`config.mk`:
```
export PLATFORM = sky130hd
export DESIGN_NAME = dmem_bus_ctrl
export DESIGN_NICKNAME = d
export VERILOG_FILES = /design/src/rtl/dmem_bus_ctrl.sv
export SDC_FILE = /design/constraint.sdc
export NUM_CORES = 1
export LEC_CHECK = 0
export CAP_MARGIN = 30
export CORE_MARGIN = 1
export CORE_UTILIZATION = 30
export CTS_CLUSTER_DIAMETER = 80
export CTS_CLUSTER_SIZE = 25
export DETAILED_ROUTE_END_ITERATION = 8
export DONT_BUFFER_PORTS = 1
export GPL_TIMING_DRIVEN = 0
export MAX_ROUTING_LAYER = met4
export PLACE_DENSITY = 0.52
export SYNTH_ARGS = -nofsm -noshare
export SYNTH_HDL_FRONTEND = slang
export SYNTH_SLANG_ARGS = --single-unit
```
`constraint.sdc`:
```
create_clock -name clk -period 2.4 [get_ports clk]
set_input_delay 0.12 -clock clk [delete_from_list [all_inputs] [get_ports clk]]
set_output_delay 0.12 -clock clk [all_outputs]
set_load 0.03 [all_outputs]
```
`src/rtl/dmem_bus_ctrl.sv`:
```
// Load/store bus controller: turns a datapath load/store into one ready/valid bus
// transaction, stalling the pipeline until the access retires in DONE.
module dmem_bus_ctrl #(
   parameter int TIMEOUT = 255
) (
   input  logic        clk,
   input  logic        reset,
   input  logic        MemRead,
   input  logic        MemWrite,
   input  logic [2:0]  Funct3,
   input  logic [31:0] Mem_WrAddr,
   input  logic [31:0] Mem_WrData,
   output logic [31:0] ReadData,
   output logic        Stall,
   output logic        MisalignErr,
   output logic        BusErr,
   output logic        bus_req_valid,
   input  logic        bus_req_ready,
   output logic        bus_req_we,
   output logic [31:0] bus_req_addr,
   output logic [31:0] bus_req_wdata,
   output logic [3:0]  bus_req_be,
   input  logic        bus_rsp_valid,
   input  logic [31:0] bus_rsp_rdata,
   input  logic        bus_rsp_err
);

   localparam logic [1:0] S_IDLE = 2'd0;
   localparam logic [1:0] S_REQ  = 2'd1;
   localparam logic [1:0] S_WAIT = 2'd2;
   localparam logic [1:0] S_DONE = 2'd3;

   localparam logic [15:0] CNT_LAST = 16'(TIMEOUT - 1);

   logic [1:0]  state_q, state_d;
   logic [15:0] cnt_q, cnt_d;
   logic [31:0] rdata_q, rdata_d;
   logic        misalign_q, misalign_d;
   logic        buserr_q, buserr_d;
   logic        we_q, we_d;
   logic [31:0] addr_q, addr_d;
   logic [31:0] wdata_q, wdata_d;
   logic [3:0]  be_q, be_d;

   logic        req;
   logic        is_half;
   logic        is_word;
   logic        misaligned;
   logic [3:0]  be_c;
   logic        unused_funct3;

   assign unused_funct3 = Funct3[2];

   // Size 2'b11 is treated as a word access.
   assign req        = MemRead | MemWrite;
   assign is_half    = (Funct3[1:0] == 2'b01);
   assign is_word    = Funct3[1];
   assign misaligned = (is_half & Mem_WrAddr[0]) | (is_word & (|Mem_WrAddr[1:0]));

   always_comb begin
      be_c = 4'b1111;
      if (Funct3[1:0] == 2'b00) begin
         be_c = 4'b0001 << Mem_WrAddr[1:0];
      end else if (is_half) begin
         be_c = Mem_WrAddr[1] ? 4'b1100 : 4'b0011;
      end
   end

   always_comb begin
      // NOTE: every next-state signal gets a default first so no path infers a latch.
      state_d    = state_q;
      cnt_d      = cnt_q;
      rdata_d    = rdata_q;
      we_d       = we_q;
      addr_d     = addr_q;
      wdata_d    = wdata_q;
      be_d       = be_q;
      misalign_d = 1'b0;
      buserr_d   = 1'b0;
      case (state_q)
         S_IDLE: begin
            if (req) begin
               if (misaligned) begin
                  state_d    = S_DONE;
                  misalign_d = 1'b1;
               end else begin
                  state_d = S_REQ;
                  addr_d  = {Mem_WrAddr[31:2], 2'b00};
                  we_d    = MemWrite;
                  wdata_d = Mem_WrData;
                  be_d    = be_c;
               end
            end
         end
         S_REQ: begin
            if (bus_req_ready) begin
               state_d = S_WAIT;
               cnt_d   = 16'd0;
            end
         end
         S_WAIT: begin
            // A response in the final timeout cycle still wins over the timeout.
            if (bus_rsp_valid) begin
               state_d  = S_DONE;
               buserr_d = bus_rsp_err;
               if (!we_q) rdata_d = bus_rsp_rdata;
            end else if (cnt_q == CNT_LAST) begin
               state_d  = S_DONE;
               buserr_d = 1'b1;
            end else begin
               cnt_d = cnt_q + 16'd1;
            end
         end
         default: state_d = S_IDLE;
      endcase
   end

   // NOTE: sequential state uses non-blocking assignments only.
   always_ff @(posedge clk or negedge reset) begin
      if (!reset) begin
         state_q    <= S_IDLE;
         cnt_q      <= 16'd0;
         rdata_q    <= 32'd0;
         misalign_q <= 1'b0;
         buserr_q   <= 1'b0;
         we_q       <= 1'b0;
         addr_q     <= 32'd0;
         wdata_q    <= 32'd0;
         be_q       <= 4'd0;
      end else begin
         state_q    <= state_d;
         cnt_q      <= cnt_d;
         rdata_q    <= rdata_d;
         misalign_q <= misalign_d;
         buserr_q   <= buserr_d;
         we_q       <= we_d;
         addr_q     <= addr_d;
         wdata_q    <= wdata_d;
         be_q       <= be_d;
      end
   end

   assign Stall         = ((state_q == S_IDLE) & req) | (state_q == S_REQ) | (state_q == S_WAIT);
   assign bus_req_valid = (state_q == S_REQ);
   assign bus_req_we    = we_q;
   assign bus_req_addr  = addr_q;
   assign bus_req_wdata = wdata_q;
   assign bus_req_be    = be_q;
   assign ReadData      = rdata_q;
   assign MisalignErr   = misalign_q;
   assign BusErr        = buserr_q;

endmodule

```
==> results of run 1 <==
## layer usage
layer	vias up	GRT usage [%]	part of all wire, %
met3	15	5.63	8.3
li1	1649	-	-
met1	1778	16.7	39
met4	0	5.24	1.2
met5	-	-	0
met2	149	26.6	51
## path summary, 6_finish.rpt
kind	slack (ns)	depth (start not counted)	to	from
worst max-delay path	0.16	7	bus_req_be[2]	state_q[0]
worst min-delay path	-0.59	0	bus_req_we	reset
worst max register to register	0.16	7	bus_req_be[2]	state_q[0]
worst min register to register	0.55	1	cnt_q[9]	cnt_q[9]
max in group asynchronous	2.77	0	ReadData[1]	reset
min in group clk	0.06	3	bus_req_be[3]	Mem_WrAddr[1]
## where the power goes
part	leakage, nW	switching, mW	internal (mW)
registers	1.44	2.46	2.90
logic	1.30	1.02	1.28
clock network	0.286	0.934	1.63
total	3.02	4.41	5.82
## critical path, delay by kind of cell (launching register included)
family,cells,cell delay (ns)
buffers and inverters,2,0.65
and+or+nand+nor,1,0.19
adders and majority gates,1,0.23
DFF,1,0.42
AOI/OAI and AO/OA,3,0.64
## final cells by class
cell class / count / area, sq um
sequential: 119 / 2980
timing repair buffer: 104 / 1040
fill: 1569 / 9630
buffer: 22 / 195
multi-input combinational: 233 / 2010
tap: 220 / 275
clock buffer: 17 / 425
inverter: 9 / 33.8
clock inverter: 14 / 175
## state kept, by name (all words and copies together) (netlist names)
| signal | cells |
|---|---|
| ReadData | 32 |
| bus_req_wdata | 32 |
| bus_req_addr | 30 |
| cnt_q | 16 |
| bus_req_be | 4 |
| state_q | 2 |
| BusErr | 1 |
| MisalignErr | 1 |
| bus_req_we | 1 |
## what timing repair did
action                                 in CTS  in global routing
endpoints found under the hold margin     220                119
setup endpoints to repair                   0                  2
gates resized for setup                     0                  2
## through the flow
stage | std cells | cell area (sq um)
floorplan | 383 | 5210
global placement | 603 | 5490
detailed placement | 603 | 5490
CTS | 738 | 7130
global route | 738 | 7130
finish | 738 | 7130
## Yosys cell counts, types with 2 or more instances
cell,n
a211o_1,2
a21o_1,2
a21oi_1,6
a221o_1,2
a31oi_1,2
a41oi_1,3
and2_1,3
and3_1,4
and4_1,2
buf_2,4
buf_4,3
buf_6,10
clkbuf_1,3
clkbuf_8,2
dfrtp_1,119
ha_1,6
inv_1,9
mux2_1,5
mux2_2,90
nand2_1,21
nand2b_1,3
nand3_1,8
nand3b_1,2
nand4_1,8
nand4b_1,2
nor2_1,8
nor3_1,3
nor3b_1,3
o211ai_1,5
o21ai_0,7
o311ai_0,4
o31ai_1,4
o41ai_1,2
or4_1,3
## kinds of logic (layout without fill, tap and decap cells)
group | count (synthesis) | in the layout
XOR/XNOR | 1 | 1
other | 1 | 2
multiplexers | 96 | 96
AO/OA/AOI/OAI | 47 | 47
AND/OR/NAND/NOR | 81 | 81
buffers and inverters | 31 | 166
adder cells (fa/ha/maj) | 6 | 6
flip-flops | 119 | 119
==> impl_metrics.ini, run 1 <==
[status]
status = finished with violations
failed_checks = hold timing

[sta]
fin_skew_ns = 0.0113
grt_setup_unrepaired = false
holdWs_ns = -0.586
setup_ws_ns = 0.162
worst_pin_slew_ns = 0.598
max_freq_ghz = 0.447
maxSlewHeadroom_pct = 59.9
period_needed_ns = 2.24
slew_viol_final = 0
hold_viol = 119
fin_tns_setup_ns = 0
finalSetupViolCount = 0
layout_worst_path_cycle_share_pct = 93.3

[pwr]
power_mw = 10.2
power.leakage_nw = 3.02
cellPowerDensity_nw_per_um2 = 1430
max-vdd-ir-drop_mv = 0.594

[cts]
clk_latency_ns = 0.40
cts_made_buffers = 17
root_buffer = clkbuf_16
clkTransAtPathRegs_ns = 0.06
cts_num_sinks = 119
ctsHoldBuffers = 104
tritoncts = yes
clockBufferDepth = 2
post-cts-setup-buffer-count = 0
h-tree-depth = 4

[critical_path]
crit_slowest_cell = dlygate4sd3_1
crit_required_ns = 2.68
path_cells = inv_1 -> ha_1 -> o21ai_1 -> nor3_1 -> o21ai_0 -> o211ai_1 -> dlygate4sd3_1
crit_path_max_fanout = 9
max_stage_delay_ns = 0.56
cp-start-kind = flop
worst_setup_path_end_kind = flop
crit_type = reg -> reg
critPathArrivalTime_ns = 2.52

[grt]
first_global_vias = 3914
antenna_found_initial = 0
grt_max_degree = 120
grt-ovfl-total = 0
grt_pass1_wl_mm = 20.9
grt_usage_pct = 15.6

[synth]
synthDistinctLibCells = 56
yosys.area_share.simple_pct = 9.34
synth_area_leaders = dfrtp_1 (57%), mux2_2 (19%), buf_6 (2.2%)
synthFlopType = dfrtp_1
synth_top_area_share_pct = 57.2
synth_top_family_by_area = multiplexers
yosys_warnings = 0
synth_edf_count = 0
synthArstFlopShare_pct = 100
muxShareOfSynthArea_pct = 20.7
netlist_area_sq_um = 5210
postSynthCellCount = 382
synth_compound_area_share_pct = 6.72
ys_ff_latch = 119
ys_seq_area_share_pct = 57.2
synth_xor_xnor_area_share_pct = 0.168
synth_area_leader_cell = dfrtp_1
synth.avg_cell_area_sq_um = 13.6
synth_fa_ha_area_share_pct = 1.44

[detailed_routing]
drt_wl_total_mm = 13.3
ant_nets = 0
avgRoutedWirePerCell_um = 18.0
via_per_inst = 4.87
num_vias = 3591
drt_iter0_drc = 166
drc = 0
drt-pass1-iter-count = 4

[layout]
final_core_util_pct = 42.6
synthToLayoutAreaGrowth_pct = 36.9
finalNetCount = 618
layout_common_cells = dfrtp_1 (119), dlygate4sd3_1 (104), mux2_2 (90)
mostFrequentLayoutCell = dfrtp_1
drive_gt1_share_pct = 29.2
antennaDiodeCount = 0

[worst_hold_path]
hold_path_class = in -> async

[placed_design]
place_ws_ns = 0.278
dp_hpwl_mm = 8.97
routabilityCongestion = 0.794
port-buffer-count = 0

[floorplan]
ios = 211
die_w_um = 134
die_area_sq_um = 17900
rows = 47
core_sq_um = 16800
die_h_um = 134
initial_core_util_pct = 31.1

[run]
cap_viol_max_count = 0
(Power assumes the default switching activity.)
==> run 2, diff against run 1 <==
--- a/config.mk
+++ b/config.mk
@@ -5,7 +5,6 @@
 export SDC_FILE = /design/constraint.sdc
 export NUM_CORES = 1
 export LEC_CHECK = 0
-export CAP_MARGIN = 30
 export CORE_MARGIN = 1
 export CORE_UTILIZATION = 30
 export CTS_CLUSTER_DIAMETER = 80
@@ -15,6 +14,7 @@
 export GPL_TIMING_DRIVEN = 0
 export MAX_ROUTING_LAYER = met4
 export PLACE_DENSITY = 0.52
+export RECOVER_POWER = 100
 export SYNTH_ARGS = -nofsm -noshare
 export SYNTH_HDL_FRONTEND = slang
 export SYNTH_SLANG_ARGS = --single-unit
==> run 2 against run 1 <==
Against the previous run:
- the flow still finishes with violations (hold timing)
- combinational power barely moved
- die area did not move
- non-clock buffer count stayed put
- global-route usage stayed put
- fmax grew 0.19%
==> impl_metrics.ini, run 2 (synthesis gave the netlist of run 1 again) <==
[status]
status = finished with violations
failed_checks = hold timing

[layout]
fillCellCount = 1573
layout_common_cells = dfrtp_1 (119), dlygate4sd3_1 (104), mux2_2 (90)
synthToLayoutAreaGrowth_pct = 36.7
finalNetCount = 618
mostFrequentLayoutCell = dfrtp_1
antennaDiodeCount = 0
drive_gt1_share_pct = 29.0
final_area_sq_um = 7120
multiInputGateArea_sq_um = 2010
regArea_sq_um = 2980

[critical_path]
crit_slowest_cell = dfrtp_1
endpoint = bus_req_wdata[21]
crit_type = reg -> reg
crit_required_ns = 2.68
reg2reg_to = bus_req_wdata[21]
max_stage_delay_ns = 0.42
path_buf_inv = 3
reg2reg_from = state_q[0]
r2r_setup_slack_ns = 0.17
worst_setup_path_end_kind = flop
critPathArrivalTime_ns = 2.51
crit_path_max_fanout = 10
cp.depth = 7
path_cells = inv_1 -> ha_1 -> o21ai_1 -> nand2b_1 -> buf_4 -> buf_2 -> mux2_2
critical_path.top_delay_family = buffers and inverters
worstRegToRegCells = 7
startpoint = state_q[0]
cp-start-kind = flop

[floorplan]
ios = 211
die_h_um = 134
initial_core_util_pct = 31.1
die_w_um = 134
rows = 47
die_area_sq_um = 17900
core_sq_um = 16800

[sta]
worst_pin_slew_ns = 0.593
layout_worst_path_cycle_share_pct = 93.1
period_needed_ns = 2.23
fin_skew_ns = 0.0108
slew_viol_final = 0
hold_viol = 119
maxSlewHeadroom_pct = 60.2
finalSetupViolCount = 0
holdWs_ns = -0.585
max_freq_ghz = 0.448
fin_tns_setup_ns = 0
grt_setup_unrepaired = false

[cts]
clockBufferDepth = 2
post-cts-setup-buffer-count = 0
ctsHoldBuffers = 104
root_buffer = clkbuf_16
clkTransAtPathRegs_ns = 0.06
h-tree-depth = 4
clk_latency_ns = 0.40
cts_made_buffers = 17
tritoncts = yes
cts_num_sinks = 119

[detailed_routing]
avgRoutedWirePerCell_um = 18.1
drt_iter0_drc = 165
drt_wl_total_mm = 13.3
via_per_inst = 4.85
drt-pass1-iter-count = 4
drc = 0
ant_nets = 0
num_vias = 3582

[grt]
grt_pass1_wl_mm = 20.9
grt_usage_pct = 15.6
antenna_found_initial = 0
grt_max_degree = 120
first_global_vias = 3914
grt-ovfl-total = 0

[run]
cap_viol_max_count = 0

[pwr]
max-vdd-ir-drop_mv = 0.600
cellPowerDensity_nw_per_um2 = 1440
power.leakage_nw = 3.02

[placed_design]
port-buffer-count = 0
dpl_cell_area_sq_um = 5490
routabilityCongestion = 0.794
dp_hpwl_mm = 8.97

[worst_hold_path]
hold_path_class = in -> async
run 2: what timing repair did:
action / 4_1_cts / 5_1_grt
hold endpoints to repair: 220 / 119
resized for setup: 0 / 2
endpoints found under the setup margin: 0 / 2
run 2: power by group:
group / total, mW / internal (mW) / switching [mW]
clock: 2.57 / 1.63 / 0.934
combinational: 2.29 / 1.27 / 1.02
sequential: 5.36 / 2.90 / 2.46
total: 10.2 / 5.81 / 4.41
run 2: final cells by class:
| class | count | share of cell area [%] |
|---|---|---|
| Buffer | 22 | 2.58 |
| Clock buffer | 17 | 5.97 |
| Clock inverter | 14 | 2.46 |
| Inverter | 9 | 0.474 |
| Multi-Input combinational cell | 233 | 28.2 |
| Sequential cell | 119 | 41.8 |
| Tap cell | 220 | 3.87 |
| Timing Repair Buffer | 104 | 14.6 |
run 2: worst min path at each step:
stage          start             to  slack, ns  cells past startpoint
6_report       reset     bus_req_we      -0.59                      0
5_1_grt        reset  bus_req_be[1]      -0.62                      0
4_1_cts        reset  bus_req_be[2]      -0.61                      0
3_5_place_dp   reset  bus_req_be[0]      -0.17                      0
3_3_place_gp   reset  bus_req_be[3]      -0.17                      0
2_1_floorplan  reset         BusErr      -0.18                      0
run 2: per-stage QoR:
stage	cells	util, %	total power [mW]	setup WS, ns
detailed placement	603	32.8	7.53	0.278
global route	738	42.5	10.7	0.0173
floorplan	383	-	6.87	0.598
finish	738	42.5	10.2	0.166
CTS	738	42.5	10.3	0.0589
global placement	603	32.8	7.42	0.323
run 2: routing by layer:
metal	part of all wire [%]	up-vias	track usage, %
li1	-	1650	-
met1	40	1779	16.7
met2	51	142	26.6
met3	8.2	11	5.63
met4	1.1	0	5.24
met5	0	-	-
==> run 3, diff against run 2 <==
--- a/config.mk
+++ b/config.mk
@@ -6,15 +6,16 @@
 export NUM_CORES = 1
 export LEC_CHECK = 0
 export CORE_MARGIN = 1
-export CORE_UTILIZATION = 30
+export CORE_UTILIZATION = 25
 export CTS_CLUSTER_DIAMETER = 80
 export CTS_CLUSTER_SIZE = 25
 export DETAILED_ROUTE_END_ITERATION = 8
 export DONT_BUFFER_PORTS = 1
 export GPL_TIMING_DRIVEN = 0
 export MAX_ROUTING_LAYER = met4
-export PLACE_DENSITY = 0.52
+export PLACE_DENSITY = 0.46
 export RECOVER_POWER = 100
+export REMOVE_ABC_BUFFERS = 1
 export SYNTH_ARGS = -nofsm -noshare
 export SYNTH_HDL_FRONTEND = slang
 export SYNTH_SLANG_ARGS = --single-unit
==> run 3 against run 2 <==
Against the previous run:
- largest power group unchanged
- via count down 0.78%
- routed wire length down 3.0%
- cell area about the same
- clock skew up 0.0025 ns
- the flow still finishes with violations (hold timing)
- clock-buffer cell count up 2
- sequential share of layout area about the same
- setup slack worse by 0.030 ns
==> impl_metrics.ini, run 3 (synthesis gave the netlist of run 1 again) <==
[grt]
first_global_vias = 3815
grt-ovfl-total = 0
grt_usage_pct = 12.7
grt_pass1_wl_mm = 20.7
antenna_found_initial = 0
grt_max_degree = 120

[cts]
cts_made_buffers = 17
clkTransAtPathRegs_ns = 0.06
h-tree-depth = 4
cts_num_sinks = 119
clk_latency_ns = 0.41
root_buffer = clkbuf_16
tritoncts = yes
ctsHoldBuffers = 103
clockBufferDepth = 2

[critical_path]
cp-start-kind = flop
crit_path_max_fanout = 15
crit_type = reg -> reg
max_stage_delay_ns = 0.55
crit_slowest_cell = dlygate4sd3_1
critPathArrivalTime_ns = 2.61
path_cells = ha_1 -> nor4b_2 -> a41o_2 -> nand2_1 -> a21oi_1 -> dlygate4sd3_1
crit_required_ns = 2.74
worst_setup_path_end_kind = flop

[sta]
layout_worst_path_cycle_share_pct = 94.4
fin_skew_ns = 0.0133
maxSlewHeadroom_pct = 60.2
period_needed_ns = 2.26
finalSetupViolCount = 0
hold_viol = 119
slew_viol_final = 0
max_freq_ghz = 0.442
holdWs_ns = -0.591
worst_pin_slew_ns = 0.597
fin_tns_setup_ns = 0

[pwr]
clock_power_share_pct = 27.2
swShare_pct = 42.1
max-vdd-ir-drop_mv = 0.556
p_switching_mw = 4.32
comb_power_share_pct = 20.7
p_int_mw = 5.94
power.leakage_nw = 2.98
cellPowerDensity_nw_per_um2 = 1440
share_seq_of_total_power_pct = 52.2

[layout]
synthToLayoutAreaGrowth_pct = 36.6
final_core_util_pct = 34.9
finalNetCount = 603
fillCellCount = 1971
instances_no_fill = 774
drive_gt1_share_pct = 27.8
mostFrequentLayoutCell = dfrtp_1
antennaDiodeCount = 0
layout_common_cells = dfrtp_1 (119), dlygate4sd3_1 (103), mux2_2 (90)

[detailed_routing]
via_per_inst = 4.59
drt_wl_total_mm = 12.9
drc = 0
drt-pass1-iter-count = 4
num_vias = 3554
ant_nets = 0
drt_iter0_drc = 139
avgRoutedWirePerCell_um = 16.7

[placed_design]
port-buffer-count = 0
dp_hpwl_mm = 7.89
routabilityCongestion = 0.759
dp.cells = 632

[floorplan]
die_h_um = 146
rows = 52
initial_core_util_pct = 25.6
ios = 211
die_w_um = 146
core_sq_um = 20400
die_area_sq_um = 21400

[worst_hold_path]
hold_path_class = in -> async

[status]
failed_checks = hold timing
status = finished with violations

[run]
cap_viol_max_count = 0
==> run 3: cell types whose count changed in the layout (fill, tap and decap cells not counted), moves of 2 or more <==
cell       change
buf_6          -8
buf_4          -3
nand2b_4       +2
clkinv_2       +2
clkbuf_2       -4
bufinv_16      +2
clkinv_4       -4
clkbuf_4       +2
==> run 3: final cells by class <==
class / count / area [sq um] / area share [%]
clock buffer: 19 / 443 / 6.22
multi-input combinational: 234 / 2040 / 28.7
timing repair buffer: 110 / 1080 / 15.2
inverter: 9 / 33.8 / 0.475
tap: 270 / 338 / 4.75
clock inverter: 13 / 201 / 2.83
sequential: 119 / 2980 / 41.8
==> run 3: final timing paths <==
kind / slack [ns] / cells past startpoint / start / end
min: -0.59 / 0 / reset / bus_req_addr[30]
max in group asynchronous: 2.84 / 0 / reset / ReadData[6]
max: 0.14 / 6 / cnt_q[1] / BusErr
min in group clk: 0.01 / 3 / bus_rsp_valid / cnt_q[10]
min reg2reg: 0.56 / 1 / cnt_q[9] / cnt_q[9]
max reg2reg: 0.14 / 6 / cnt_q[1] / BusErr
==> run 3: per-layer routing <==
| layer | up-vias | share of wire (%) | global-route usage (%) | wire [um] |
|---|---|---|---|---|
| li1 | 1611 | - | - | - |
| met1 | 1807 | 40 | 13.7 | 5210 |
| met2 | 123 | 53 | 21.7 | 6830 |
| met3 | 13 | 5.3 | 3.81 | 681 |
| met4 | 0 | 1.6 | 5.31 | 212 |
| met5 | - | 0 | - | 0 |
==> run 3: worst max-delay path, delay by kind of cell, from the launching register on <==
| kind | cells | cell delay [ns] |
|---|---|---|
| fa+ha+maj | 1 | 0.22 |
| simple gates | 2 | 0.39 |
| flops | 1 | 0.49 |
| buf+inv | 1 | 0.55 |
| compound gates | 2 | 0.55 |
==> run 3: through the flow <==
stage	setup WS, ns	power, mW	cell area (sq um)	hold slack, ns
after floorplan	-0.668	6.73	5020	-0.176
after global placement	-1.39	7.24	5360	-0.173
after detailed placement	-0.330	7.32	5380	-0.174
after CTS	0.0294	10.4	7070	-0.624
after global routing	-0.00415	10.8	7120	-0.632
final	0.135	10.3	7120	-0.591
==> run 3: power groups by stage <==
stage | Sequential (mW) | Combinational [mW] | Clock [mW]
6_report | 5.35 | 2.12 | 2.79
5_1_grt | 5.46 | 2.33 | 2.96
4_1_cts | 5.36 | 2.12 | 2.87
3_5_place_dp | 5.40 | 1.92 | 0
3_3_place_gp | 5.38 | 1.86 | 0
2_1_floorplan | 5.14 | 1.59 | 0
==> run 3: what timing repair did <==
| item | CTS | global route |
|---|---|---|
| gates cloned | 1 | 0 |
| pin swaps | 0 | 1 |
| hold endpoints to repair | 220 | 119 |
| resized for setup | 2 | 2 |
| setup buffers | 0 | 6 |
| setup endpoints to repair | 98 | 91 |
